`src/rtl/nshift.sv`:
```
// N-bit serial-in, parallel-out shift register with selectable shift direction.
// The serial bit enters the vacated end; the bit pushed out of the other end is discarded.
module nshift #(
   parameter int N = 4
) (
   input  logic         clk,
   input  logic         rst,
   input  logic         en,
   input  logic         dir,
   input  logic         d,
   output logic [N-1:0] out
);

   logic [N-1:0] r_q;
   logic [N-1:0] w_shl;
   logic [N-1:0] w_shr;

   // A single-bit register has no neighbours, so both directions just load d.
   generate
      if (N == 1) begin : g_one
         assign w_shl = d;
         assign w_shr = d;
      end else begin : g_multi
         assign w_shl = {r_q[N-2:0], d};
         assign w_shr = {d, r_q[N-1:1]};
      end
   endgenerate

   always_ff @(posedge clk) begin
      if (rst) begin
         r_q <= '0;
      end else if (en) begin
         r_q <= dir ? w_shr : w_shl;
      end
   end

   assign out = r_q;

endmodule

```
`config.mk`:
```
export PLATFORM = sky130hd
export DESIGN_NAME = nshift
export DESIGN_NICKNAME = d
export VERILOG_FILES = /design/src/rtl/nshift.sv
export SDC_FILE = /design/constraint.sdc
export NUM_CORES = 1
export LEC_CHECK = 0
export ABC_AREA = 0
export CAP_MARGIN = 25
export CORE_AREA = 2 2 39 41
export DETAILED_ROUTE_END_ITERATION = 10
export DIE_AREA = 0 0 41 43
export GPL_TIMING_DRIVEN = 0
export PLACE_DENSITY_LB_ADDON = 0.25
export SKIP_CTS_REPAIR_TIMING = 1
export SLEW_MARGIN = 15
export SYNTH_ARGS = -nofsm -noshare
export SYNTH_HDL_FRONTEND = slang
export SYNTH_SLANG_ARGS = --single-unit
```
`constraint.sdc`:
```
create_clock -name clk -period 0.8 [get_ports clk]
set_input_delay 0.12 -clock clk [delete_from_list [all_inputs] [get_ports clk]]
set_output_delay 0.12 -clock clk [all_outputs]
set_load 0.01 [all_outputs]
```
==> results.txt <==
* Status: complete, but fails checks
* Violated checks: setup timing
* Clock transition at the registers of the reported paths: 0.04 ns
- CTS root buffer: sky130_fd_sc_hd__clkbuf_4
- Share of synthesized cell area in and, or, nand and nor gates: 0.0863
- Buffers & Inverters on Critical Path: 1
* Net load switching power: 0.140 mW
* Register bit total from synthesis: 4
* Minimum setup slack after placement: -0.229 ns
- Number of unique standard cell types used by synthesis: 6
* Adder-cell share of the synthesized area: 0
- Ordered list of cells on the worst path: buf_6
* Worst path top cell family by delay: flip-flops
- The longest clock path from root to sink contains 2 buffers.
- Of all nets on the critical path, the largest fanout is 4.
- The number of antenna diodes in the final layout is 0.
* Number of fill cells: 148
- Insertion delay to the later sink of the worst-skew pair: 0.24 ns
* Class of the worst hold path: primary input to flip-flop
- The share of total power dissipated in sequential elements is 0.402.
- In this run the static leakage power is 0.120 nW.
- The die covers 1760 um^2.
* Gp weighted congestion: 0.570
- CTS built an H-tree with a depth of 1.
- In the synthesized netlist, the number of instances is 18.
* Max-cap check violation count: 0
* Horiz. Die Dim: 41 um
- Actual slew at the worst max-slew pin: 0.315 ns
- The worst-case IR drop observed on VDD is 0.000814 V.
- Routed Antenna Nets: 0
* Gr usage total: 0.0632
* CTS buffer count: 3
* Biggest cell delay along the critical path: 0.35 ns
- In the final layout, the share of cells above drive strength 1 is 0.444.
- Fraction of power spent switching nets: 0.242
- Clock power frac: 0.443
* Number of antenna violations at the first check in global routing: 0
- Arrival time worst endpoint: 0.70 ns
* Part of the total power dissipated in combinational logic: 0.156
- First-pass GRT wire length: 634 um
- During I/O placement, the number of pins put on the boundary was 9.
- The number of hold-slack violations in the final timing report is 0.
- The floorplan step set the die height to 43 um.
- Post-DR vias/cell: 3.93
- Time the final worst path needs with I/O delays and setup: 0.823 ns
* Library cell contributing the largest single delay on the critical path: sky130_fd_sc_hd__dfxtp_4
- By startpoint and endpoint, the worst setup path is classified as flip-flop to output pin.
- The compound-cell area share of the yosys netlist was 0.173.
* Initial core utilization: 0.126
* Layout overhead on the synthesized area: 66.2%
- Entering global routing, the biggest net connects 9 pins.
- Tcrit/Tclk final: 1.03
- Leaving out fill and tap cells, the most frequent cells in the layout are sky130_fd_sc_hd__mux2i_1, sky130_fd_sc_hd__nor2_1, sky130_fd_sc_hd__a211oi_1, sky130_fd_sc_hd__buf_6.
- Setup repair after global routing could not meet its margin everywhere.
* Nets: 34
- Netlist Area Pre-Place: 174 um^2
- In this run the core area contains 14 standard-cell rows.
* Nature of the critical path endpoint: output pin
- The number of pins exceeding their max-slew limit in the final report came to 0.
* Average cell area after synthesis: 9.66 um^2
* Xor and xnor fraction of the mapped netlist area: 0
- For this run the aggregate overflow at the end of global routing stands at 0.
- The first detailed-routing pass ran for 2 iterations.
* Pwr Density: 2000 nW/um^2
* Post-Syn Nets: 23
* Max reg flops: 4
- In this run the tightest slew margin relative to its limit is 0.790.
- Placed cell count: 40
- By area, the combinational part of the netlist is dominated by multiplexers.
- Remaining routing DRC violations: 0
- Via count of the first global-routing pass: 145
- Floorplan Core Area: 1380 um^2
* Overall via count from detail_route: 169
* TritonCTS clock tree: done
- Internal power consumption: 0.438 mW
* Count of endpoints failing setup in the final report: 3
- Worst Skew: 0.00141 ns
- Initial DRC count: 1
- Yosys printed 0 warnings.
- Multiplexer fraction of the synthesized cell area: 0.230
* Post-route insts no fill: 43
* Worst Path Required: 0.68 ns
* Post-route worst setup slack: -0.0229 ns
- After detailed routing, the total wire length is 401 um.
- FMAX: 1.22 GHz
- Sequential area share after synthesis: 0.460
- Counting every sink on the clock net gives 4.
- Input and output buffers added on the ports amount to 6.
- Wire length per cell: 9.33 um
- STA classifies the critical path startpoint as a flip-flop.
-- worst paths after layout --
| path | start | endpoint | slack [ns] | depth (start not counted) |
|---|---|---|---|---|
| min reg2reg | out[1] | out[1] | 0.51 | 2 |
| max reg2reg | out[2] | out[1] | 0.07 | 2 |
| max | out[2] | out[2] | -0.02 | 1 |
| min | en | out[3] | 0.27 | 3 |
-- power by group through the flow --
stage / Combinational (mW) / Sequential [mW] / Clock, mW
global route: 0.100 / 0.233 / 0.280
CTS: 0.0876 / 0.227 / 0.267
global placement: 0.0862 / 0.229 / 0
finish: 0.0898 / 0.232 / 0.256
floorplan: 0.0371 / 0.234 / 0
detailed placement: 0.0868 / 0.230 / 0
-- worst reg2reg max path, delay by kind of cell, from the launching register on --
| family | cells | cell delay (ns) |
|---|---|---|
| flops | 1 | 0.36 |
| mux | 1 | 0.07 |
| compound gates | 1 | 0.22 |
-- cell usage after synthesis (all sizes together) --
library cell,number,share of area
a211oi,4,0.17
clkbuf,1,0.029
dfxtp,4,0.46
buf,1,0.022
nor2,4,0.086
mux2i,4,0.23
-- per-layer routing --
| layer | GRT usage | vias to the layer above | part of all wire |
|---|---|---|---|
| met1 | 0.0833 | 73 | 0.47 |
| met5 | 0 | - | 0 |
| met3 | 0.0785 | 2 | 0.20 |
| li1 | - | 82 | - |
| met4 | 0.0600 | 0 | 0.020 |
| met2 | 0.0406 | 12 | 0.30 |
-- logic make-up (layout without fill, tap and decap cells) --
kind of cell | Yosys count | after routing
AO/OA/AOI/OAI | 4 | 4
buffers and inverters | 2 | 11
AND/OR/NAND/NOR | 4 | 4
flip-flops | 4 | 4
multiplexers | 4 | 4
-- stage by stage --
| step | power, mW | TNS, ns | util | hold WS (ns) | area, um^2 |
|---|---|---|---|---|---|
| after floorplan | 0.272 | 0 | - | 0.193 | 174 |
| after global placement | 0.315 | -1.28 | 0.184 | 0.492 | 254 |
| after detailed placement | 0.317 | -1.34 | 0.184 | 0.494 | 254 |
| after CTS | 0.581 | -1.89 | 0.200 | 0.258 | 277 |
| after global routing | 0.613 | -0.160 | 0.209 | 0.287 | 289 |
| final | 0.578 | -0.0467 | 0.209 | 0.267 | 289 |
-- cell type report --
cell class,count,area (um^2),area share
Buffer,2,8.76,0.0303
Tap cell,16,20.0,0.0693
Clock buffer,3,22.5,0.0779
Multi-Input combinational cell,12,85.1,0.294
Sequential cell,4,87.6,0.303
Timing Repair Buffer,6,65.1,0.225
Note: power is estimated with default switching activity, not from simulation.
==> variant 1: new RTL, same flow settings <==
`N`: 4 -> 8.
--- a/src/rtl/nshift.sv
+++ b/src/rtl/nshift.sv
@@ -1,7 +1,7 @@
 // N-bit serial-in, parallel-out shift register with selectable shift direction.
 // The serial bit enters the vacated end; the bit pushed out of the other end is discarded.
 module nshift #(
-   parameter int N = 4
+   parameter int N = 8
 ) (
    input  logic         clk,
    input  logic         rst,
Ports: changed (resized out); port bits go from 9 to 13. No check against the original RTL was run, so the function may have changed too.
==> variant 1 against the unedited design <==
The flow still finishes with violations (negative setup slack). Sequential cell count up 4. Routed wire length up 100%. Final area up 92%. Setup slack worse by 0.018 ns. Synthesized area up 110%. Global-route usage up 4.5 points. Core utilization up 19 points. Power up 66%. Critical path type unchanged. Critical endpoint unchanged. Highest routed layer is now met3.
==> variant 1: results (changes against the unedited design) <==
Status
The flow ran to the end, but the final reports show violations. The checks that failed: negative setup slack.

Detailed routing
The met3 wirelength from detailed routing was 42 µm (-49%). The met2 wire length was 363 µm (+210%). The wire length on met1 is 395 µm (+110%). The uppermost layer routed is met3. The total via count after detailed routing is 333 (+97%).

Power
The static leakage power is 0.2377 nW (+98%). The combinational power share is 19.9% (+4.3 points). The worst-case vdd ir drop is 0.5587 mV (-31%).

The internal power came to 0.7112 mW (+62%).

Synthesis
The fraction of the yosys area taken by sequential cells is 43.39% (-2.7 points). After synthesis, the most frequently instantiated cells are dfxtp_1, mux2i_1, nor2_1. The net count of the mapped netlist is 41 (+78%). The count of different cell masters after synthesis is 8 (+2).

The number of standard cells after synthesis was 36 (+18). The share of the synthesized area in compound gates (AO/OA/AOI/OAI) came to 17.63% (+0.36 points). By area the synthesized netlist is led by dfxtp_1, mux2i_1, a211oi_1, nor2_1, buf_6.

Layout
The flip-flop count of the largest register, all copies and words added is 8 (+4). The number of fill cells in the layout is 150 (+1.4%). The number of standard cells in the layout, taps in and fillers out is 67 (+56%).

The layout net count is 58 (+71%).

Min path
The worst hold path terminates at out[1].

Critical path
The worst flop-to-flop path startpoint is out[1]. The arrival time of the worst setup path is 0.72 ns (+0.02 ns).

Timing
The final setup slack of the worst path came to -0.04127 ns (-0.01839 ns). The worst-case hold slack is 0.1969 ns (-0.07022 ns). The final number of setup-violating endpoints is 8 (+5). The final setup TNS came to -0.2355 ns (-0.1888 ns). The transition time at the pin with the least slew margin came to 0.4247 ns (+0.1094 ns).

GRT
The aggregate global-route resource usage is 10.84% (+4.5 points). The met3 demand-to-capacity share in global routing is 3.141% (-4.7 points).

Place
The total placed instance area is 479.2 µm² (+89%). The post-placement worst setup slack is -0.2532 ns (-0.02392 ns). The last weighted congestion value of the routability-driven placer is 0.7015 (+23%).

Clock network
The clock transition at the register clock pins on the worst setup and hold paths after CTS was 0.06 ns (+0.02 ns).
variant 1: cell count changes in the layout (fill, tap and decap cells not counted), sizes merged:
| cell | delta |
|---|---|
| clkbuf | -1 |
| mux2i | +4 |
| nor2 | +4 |
| dfxtp | +4 |
| a211oi | +4 |
| clkdlybuf4s50 | -1 |
| buf | +10 |
variant 1: worst max path at each step:
stage,cells past startpoint,from,endpoint
6_report,1,out[2],out[2]
2_1_floorplan,2,out[6],out[5]
3_5_place_dp,1,out[2],out[2]
4_1_cts,1,out[2],out[2]
3_3_place_gp,1,out[2],out[2]
5_1_grt,1,out[2],out[2]
variant 1: final cells by class:
class | instances | area (µm²) | area share (%)
multi-input combinational | 24 | 175.2 | 31.60
tap | 16 | 20.02 | 3.612
clock buffer | 3 | 22.52 | 4.063
sequential | 8 | 180.2 | 32.51
timing repair buffer | 12 | 122.6 | 22.12
buffer | 4 | 33.78 | 6.095
==> variant 2: new RTL, same flow settings <==
Made on the original files. Register the output `out` once more, cleared by the reset; this adds one clock of latency there.
--- a/src/rtl/nshift.sv
+++ b/src/rtl/nshift.sv
@@ -34,7 +34,13 @@
       end
    end
 
-   assign out = r_q;
+   always_ff @(posedge clk) begin
+      if (rst) begin
+         out <= '0;
+      end else begin
+         out <= r_q;
+      end
+   end
 
 endmodule
 
Formal check against the unedited RTL: not equivalent (Yosys sat finds a counterexample within 4 cycles, from zero or initial values and one cycle with rst high).
==> variant 2 against the unedited design <==
Final cell count up 19%. Synthesized area up 65%. Fmax is 5.0% higher. Sequential power increased by 88%. Die area stayed put. Sequential cell count rose by 4. Worst hold slack got worse by 0.10 ns. Routed wire length rose by 10%. Final area grew 29%. Setup slack better by 0.039 ns. Power up 41%.
==> variant 2: results (changes against the unedited design) <==
Detailed routing
The wire length per cell after detailed routing was 8.686 µm (-6.9%). The number of search-and-repair iterations in the first detailed-routing pass is 1 (-1). The post-detailed-route via-to-cell ratio was 4.000 (+1.8%). The DRC violation total after the first TritonRoute iteration is 0 (-1).

Critical path
The slowest stage of the critical path is the dfxtp_1 cell. The startpoint identified for the worst register-to-register timing path is r_q[0]. The critical register-to-register path endpoint is r_q[1]. The worst setup path endpoint is out[0]. The start point of the critical path is out[0]. The biggest fanout along the worst timing path came to 1 (-3). The arrival time of the worst setup path came to 0.66 ns (-0.04 ns). The critical path's largest stage delay was 0.29 ns (-0.06 ns).

Layout
The number of fill cells in the layout is 158 (+6.8%). The layout cell share with drive strength beyond 1 is 31.43% (-13 points). The layout net count was 42 (+24%). The largest registers in the layout are out (4), r_q (4).

GRT
The met1 track demand over resource was 8.117% (-0.22 points). The global-route wire length before repair is 759 µm (+20%). The met3 demand-to-capacity share in global routing is 6.283% (-1.6 points). The fraction of met2 tracks used by global routing is 7.187% (+3.1 points).

The number of global-route vias before repair is 192 (+32%). The aggregate global-route resource usage is 7.553% (+1.2 points).

Clock network
The number of clock buffers inserted by TritonCTS is 3 (unchanged). The number of buffers on the longest clock path is 2 (unchanged). Clock latency on the worst-skew pair, taken at its later pin, is 0.25 ns.

Power
The share of total power consumed by net switching is 21.68% (-2.5 points). The static leakage power is 0.1623 nW (+35%). The worst-case vdd ir drop is 0.4993 mV (-39%).

Place
The port buffer count is 6 (unchanged). The last weighted congestion value of the routability-driven placer is 0.7435 (+30%).

Synthesis
The fraction of the yosys area taken by sequential cells is 55.90% (+9.9 points). The net count of the mapped netlist is 31 (+35%). By count the netlist is led by dfxtp_1, a211oi_1, mux2i_1, nor2_1, nor2b_1.

In the post-synthesis netlist, the biggest area contributors are dfxtp_1, mux2i_1, a211oi_1, nor2b_1, nor2_1. The count of different cell masters after synthesis is 7 (+1).

Timing
The setup clock skew after layout was 0.001527 ns (+0.0001195 ns). The transition time at the pin with the least slew margin is 0.2751 ns (-0.04027 ns).

Min path
The depth of the worst hold-timing path is 2 (-1).

Status
The flow ran to the end, and the final reports show no timing, DRC or antenna violations.
==> variant 2: cells by family (layout without fill, tap and decap cells) <==
logic type | Yosys count | in the layout | synth area share, %
simple gates | 8 | 8 | 13.97
flops | 8 | 8 | 55.89
mux | 4 | 4 | 13.97
compound gates | 4 | 4 | 10.48
buf+inv | 2 | 11 | 5.675
==> variant 2: through the flow <==
stage | utilization (%) | worst slack (ns) | cell area, µm² | std cells
6_report | 26.85 | 0.01646 | 371.6 | 51
5_1_grt | 26.85 | -0.03464 | 371.6 | 51
4_1_cts | 28.12 | -0.4073 | 389.1 | 51
3_5_place_dp | 26.49 | -0.1769 | 366.6 | 48
3_3_place_gp | 26.49 | -0.1924 | 366.6 | 48
2_1_floorplan | - | 0.1181 | 286.5 | 26
==> variant 2: cell type report <==
| cell class | count | share of cell area [%] |
|---|---|---|
| tap | 16 | 5.387 |
| multi-input combinational | 16 | 29.63 |
| sequential | 8 | 43.77 |
| timing repair buffer | 6 | 10.77 |
| buffer | 2 | 4.377 |
| clock buffer | 3 | 6.061 |
==> variant 2: power groups by stage <==
| stage | Combinational [mW] | Sequential (mW) | Clock, mW |
|---|---|---|---|
| floorplan | 0.0475 | 0.445 | 0 |
| global placement | 0.0891 | 0.443 | 0 |
| detailed placement | 0.0886 | 0.443 | 0 |
| CTS | 0.0890 | 0.435 | 0.318 |
| global route | 0.0891 | 0.439 | 0.346 |
| finish | 0.0799 | 0.436 | 0.300 |
==> variant 2: routing by layer <==
layer	vias to the layer above	wire length [µm]
met5	-	0
met4	0	8
met3	2	57
met2	9	176
met1	85	200
li1	108	-
==> variant 2: worst min-delay path by stage <==
| stage | to | slack, ns | from |
|---|---|---|---|
| finish | r_q[2] | 0.16 | en |
| global route | r_q[2] | 0.16 | en |
| CTS | r_q[3] | 0.16 | en |
| detailed placement | r_q[3] | 0.43 | en |
| global placement | r_q[2] | 0.42 | en |
| floorplan | out[0] | 0.19 | rst |
